[src/rtl/periph_bus_pkg.sv]
// Shared types and constants for the two-master peripheral register bus arbiter.
package periph_bus_pkg;

  typedef enum logic [1:0] {
    IDLE  = 2'd0,
    ISSUE = 2'd1,
    WAIT  = 2'd2,
    RESP  = 2'd3
  } arb_state_e;

  typedef logic [0:0] mst_idx_t;

  localparam mst_idx_t M0 = 1'b0;
  localparam mst_idx_t M1 = 1'b1;

  typedef struct packed {
    logic        we;
    logic [31:0] addr;
    logic [31:0] wdata;
  } bus_req_t;

  localparam logic [31:0] DEF_BASEADDRESS = 32'h8000_0000;
  localparam logic [31:0] DEF_NOREGISTERS = 32'h0000_0004;

  // 33-bit compare so a window touching the top of the address space never wraps.
  function automatic logic in_window(input logic [31:0] addr,
                                     input logic [31:0] base,
                                     input logic [31:0] nregs);
    logic [32:0] a33;
    logic [32:0] lo33;
    logic [32:0] hi33;
    a33  = {1'b0, addr};
    lo33 = {1'b0, base};
    hi33 = {1'b0, base} + {1'b0, nregs};
    return (a33 >= lo33) && (a33 < hi33);
  endfunction

endpackage

[src/rtl/periph_rr_pick.sv]
// Combinational two-way round-robin pick: on a tie the master other than last_grant wins.
module periph_rr_pick
  import periph_bus_pkg::*;
(
  input  logic [1:0] req,
  input  mst_idx_t   last_grant,
  output logic       valid,
  output mst_idx_t   sel
);

  always_comb begin
    valid = |req;
    sel   = M0;
    if (req == 2'b11) begin
      sel = mst_idx_t'(~last_grant);
    end else if (req[1]) begin
      sel = M1;
    end
  end

endmodule

[src/rtl/periph_bus_arbiter.sv]
// Two-master round-robin arbiter/sequencer for the strobe-based peripheral register bus.
// Optional M0_ERR/M1_ERR outputs are enabled with `define PERIPH_BUS_ARBITER_ERR_EN.
module periph_bus_arbiter
  import periph_bus_pkg::*;
#(
  parameter logic [31:0] BASEADDRESS = DEF_BASEADDRESS,
  parameter logic [31:0] NOREGISTERS = DEF_NOREGISTERS,
  parameter int unsigned RDLATENCY   = 1
) (
  input  logic        ACLK,
  input  logic        RESET_N,
  input  logic        M0_REQ,
  input  logic        M0_WE,
  input  logic [31:0] M0_ADDR,
  input  logic [31:0] M0_WDATA,
  output logic        M0_ACK,
  output logic [31:0] M0_RDATA,
  input  logic        M1_REQ,
  input  logic        M1_WE,
  input  logic [31:0] M1_ADDR,
  input  logic [31:0] M1_WDATA,
  output logic        M1_ACK,
  output logic [31:0] M1_RDATA,
  output logic [31:0] S_ADDR,
  output logic [31:0] S_WDATA,
  input  logic [31:0] S_RDATA,
  output logic        S_WRSTB,
  output logic        S_RDSTB,
`ifdef PERIPH_BUS_ARBITER_ERR_EN
  output logic        M0_ERR,
  output logic        M1_ERR,
`endif
  output logic [1:0]  GRANT
);

  localparam logic [1:0] CNT_LOAD = 2'(RDLATENCY - 1);

  arb_state_e state_q, state_d;
  mst_idx_t   owner_q, owner_d;
  mst_idx_t   last_q, last_d;
  bus_req_t   req_q, req_d;
  logic [1:0] cnt_q, cnt_d;
  logic [31:0] rdata_q, rdata_d;

  bus_req_t m0_in, m1_in;
  logic     pick_valid;
  mst_idx_t pick_sel;

  assign m0_in = '{we: M0_WE, addr: M0_ADDR, wdata: M0_WDATA};
  assign m1_in = '{we: M1_WE, addr: M1_ADDR, wdata: M1_WDATA};

  periph_rr_pick u_pick (
    .req        ({M1_REQ, M0_REQ}),
    .last_grant (last_q),
    .valid      (pick_valid),
    .sel        (pick_sel)
  );

  always_ff @(posedge ACLK or negedge RESET_N) begin
    if (!RESET_N) begin
      state_q <= IDLE;
      owner_q <= M0;
      last_q  <= M1;
      req_q   <= '0;
      cnt_q   <= '0;
      rdata_q <= '0;
    end else begin
      state_q <= state_d;
      owner_q <= owner_d;
      last_q  <= last_d;
      req_q   <= req_d;
      cnt_q   <= cnt_d;
      rdata_q <= rdata_d;
    end
  end

  always_comb begin
    state_d = state_q;
    owner_d = owner_q;
    last_d  = last_q;
    req_d   = req_q;
    cnt_d   = cnt_q;
    rdata_d = rdata_q;
    unique case (state_q)
      IDLE: begin
        if (pick_valid) begin
          owner_d = pick_sel;
          last_d  = pick_sel;
          req_d   = (pick_sel == M1) ? m1_in : m0_in;
          // Cleared here so writes and out-of-window accesses return 0.
          rdata_d = '0;
          state_d = in_window(req_d.addr, BASEADDRESS, NOREGISTERS) ? ISSUE : RESP;
        end
      end
      ISSUE: begin
        if (req_q.we) begin
          state_d = RESP;
        end else begin
          cnt_d   = CNT_LOAD;
          state_d = WAIT;
        end
      end
      WAIT: begin
        if (cnt_q != '0) begin
          cnt_d = cnt_q - 2'd1;
        end else begin
          rdata_d = S_RDATA;
          state_d = RESP;
        end
      end
      RESP:    state_d = IDLE;
      default: state_d = IDLE;
    endcase
  end

  always_comb begin
    GRANT    = '0;
    S_ADDR   = '0;
    S_WDATA  = '0;
    S_WRSTB  = 1'b0;
    S_RDSTB  = 1'b0;
    M0_ACK   = 1'b0;
    M0_RDATA = '0;
    M1_ACK   = 1'b0;
    M1_RDATA = '0;
`ifdef PERIPH_BUS_ARBITER_ERR_EN
    M0_ERR   = 1'b0;
    M1_ERR   = 1'b0;
`endif
    if (state_q != IDLE) begin
      GRANT   = (owner_q == M1) ? 2'b10 : 2'b01;
      S_ADDR  = req_q.addr;
      S_WDATA = req_q.wdata;
    end
    if (state_q == ISSUE) begin
      S_WRSTB = req_q.we;
      S_RDSTB = ~req_q.we;
    end
    if (state_q == RESP) begin
      if (owner_q == M1) begin
        M1_ACK   = 1'b1;
        M1_RDATA = rdata_q;
      end else begin
        M0_ACK   = 1'b1;
        M0_RDATA = rdata_q;
      end
`ifdef PERIPH_BUS_ARBITER_ERR_EN
      // The latched address alone tells whether this response skipped the slave.
      if (!in_window(req_q.addr, BASEADDRESS, NOREGISTERS)) begin
        M0_ERR = (owner_q == M0);
        M1_ERR = (owner_q == M1);
      end
`endif
    end
  end

endmodule

[config.mk]
export PLATFORM = sky130hd
export DESIGN_NAME = periph_bus_arbiter
export DESIGN_NICKNAME = d
export VERILOG_FILES = /design/src/rtl/periph_bus_pkg.sv /design/src/rtl/periph_rr_pick.sv /design/src/rtl/periph_bus_arbiter.sv
export SDC_FILE = /design/constraint.sdc
export NUM_CORES = 1
export LEC_CHECK = 0
export ABC_AREA = 1
export CAP_MARGIN = 25
export CORE_MARGIN = 2
export CORE_UTILIZATION = 43
export CTS_CLUSTER_DIAMETER = 100
export DETAILED_ROUTE_END_ITERATION = 10
export GPL_TIMING_DRIVEN = 0
export HOLD_SLACK_MARGIN = 0.08
export PLACE_DENSITY_LB_ADDON = 0.3
export SKIP_LAST_GASP = 1
export SLEW_MARGIN = 20
export SYNTH_ARGS = -nofsm -noshare
export SYNTH_HDL_FRONTEND = slang
export SYNTH_SLANG_ARGS = --single-unit
[constraint.sdc]
create_clock -name ACLK -period 4.1 [get_ports ACLK]
set_clock_uncertainty 0.2 [all_clocks]
set_input_delay 0.41 -clock ACLK [delete_from_list [all_inputs] [get_ports ACLK]]
set_output_delay 0.41 -clock ACLK [all_outputs]
set_load 0.05 [all_outputs]
==> metrics <==
sequential-to-total area share from yosys stat 44.7%; hpwl dp 15.0 mm; # setup viols final 0; most common cell after layout, fill and taps aside clkdlybuf4s50_1; Reg2Reg Depth 8; post-route cell area 9340 µm²; core area 13200 µm²; DP Area 9010 µm²; Max VDD drop 0.355 mV; TritonCTS buffer count 9; Syn Area/Cell 7.13 µm²; GR Overflow Total 0; met3 GRT Util 5.56%; Vias/cell 4.83; die area 14300 µm²; status completed; first-iteration detailed-routing DRC count 392; Worst Tran Pin Value 590 ps; routed wire length per instance 14.9 µm; Root Driver clkbuf_16; post-route ant nets 0; commonest non-fill, non-tap cells in the layout 298 x clkdlybuf4s50_1, 179 x nor2_1, 138 x inv_1; Syn Std Cell Area 5760 µm²; critical path peak fanout 10; leakage 4.35 nW; post-synth net total 980; final cell count without fillers 1302; final estimated routing congestion in global placement 0.888; GRT busiest layer met2; Slew HR 60.6%; starting density of the core 43.7%; I/O pins 300; signal arrival time at the worst endpoint 2880 ps; vias in the first global route 6048; Die X 120 µm; max_cap viols 0; hold crit path type reg -> reg; hold path cells 2; clock sinks 103; ant diodes 0; Buffers on Ports 299; floorplan row count 42; vias 6295; met2 Use GR 44.9%; worst-case clock buffer depth 2; Die H 120 µm; highest clock rate 0.287 GHz; Final Hold Fails 0; final period utilization 85.0%; layout cells sized above 1 5.24%; max-slew violations 0; Pwr per Cell Area 814 nW/µm²; CP endpoint kind output pin; synthesized flop and latch total 103; initial antenna violation count 0; area grow syn2layout 61.9%; WS Path Type reg -> out; GRT Total Usage 27.1%; clock transition at the registers of the reported paths 70 ps; synth warn 0; Critical Path RT 3490 ps; H-Tree Depth 3; largest net degree at the start of global routing 67; global-route wire length before repair 30.8 mm; TritonRoute pass-1 iters 5; minimum clock period 3490 ps; met1 Use GR 34.1%; cell total after placement 1285; Synth Instances 809; WL final 19.3 mm; setup repair after global routing missed its margin no; drc violations 0; Distinct cells, synth 23; Startpoint Class flop; Final #Nets 1292; CTS tree done; Clk Latency, worst-skew pair 340 ps
==> through the flow <==
stage	power [mW]	hold slack, ps	TNS [ps]	setup WS (ps)	utilization (%)
4_1_cts	7.61	275	0	573	70.8
6_report	7.59	271	0	615	70.8
2_1_floorplan	4.99	-85.6	0	1660	-
3_3_place_gp	6.61	260	-166760	-1640	68.1
5_1_grt	8.04	309	0	440	70.8
3_5_place_dp	6.69	141	0	955	68.3
==> timing repair <==
action | 4_1_cts | 5_1_grt
setup buffers | 0 | 0
endpoints found under the hold margin | 37 | 0
hold buffers | 1 | 0
gates resized for setup | 0 | 0
endpoints found under the setup margin | 0 | 0
==> critical path: stages, from the launching register on <==
cell and delay [ps]:
dfrtp_1 420, inv_1 100, ha_1 130, buf_2 270, buf_2 310, buf_1 410
nor2_1 150, clkdlybuf4s50_1 730
==> sequential cells by signal, summed over array words and instances (netlist names) <==
signal and cells:
req_q 65, owner_q 1, state_q 2, cnt_q 2
last_q 1, rdata_q 32
==> cell families (layout without fill, tap and decap cells) <==
group,count (synthesis),count (layout),share of synthesized area (%)
buf+inv,196,513,14.3
flops,103,103,44.7
fa+ha+maj,5,5,1.09
compound gates,143,143,13.7
simple gates,362,362,26.2
==> where the power goes <==
group	internal (mW)	switching, mW	total [mW]
registers	1.50	0.174	1.67
clock network	0.525	0.389	0.914
logic	1.58	3.42	5.01
==> Yosys cell counts, drive strengths merged <==
master	instances	area (µm²)
o22ai	34	213
dfrtp	102	2550
clkbuf	22	82.6
nand3	37	185
inv	142	533
o32ai	1	8.76
ha	5	62.6
nand2	120	458
nand3b	25	188
buf	32	208
o21ai	103	515
a31oi	2	27.5
dfstp	1	26.3
a21oi	3	26.3
nor2	180	678
==> layout make-up <==
class / count / area [µm²]
Buffer: 54 / 290
Clock buffer: 12 / 267
Clock inverter: 4 / 52.6
Fill cell: 1094 / 3850
Inverter: 142 / 533
Multi-Input combinational cell: 510 / 2360
Sequential cell: 103 / 2580
Tap cell: 176 / 220
Timing Repair Buffer: 301 / 3030
==> per-layer routing <==
metal	share of wire, %	wire (µm)
met1	41	8010
met2	48	9210
met3	7.6	1470
met4	3.4	650
met5	0	0
==> path summary, 6_finish.rpt <==
| path | to | from | slack, ps |
|---|---|---|---|
| worst max-delay path | GRANT[0] | state_q[1] | 610 |
| worst min-delay path | last_q | last_q | 270 |
| worst max register to register | req_q[21] | state_q[1] | 1880 |
| worst min register to register | last_q | last_q | 270 |
| max in group asynchronous | last_q | RESET_N | 2680 |
| min in group asynchronous | req_q[19] | RESET_N | 330 |
(Power assumes the default switching activity.)
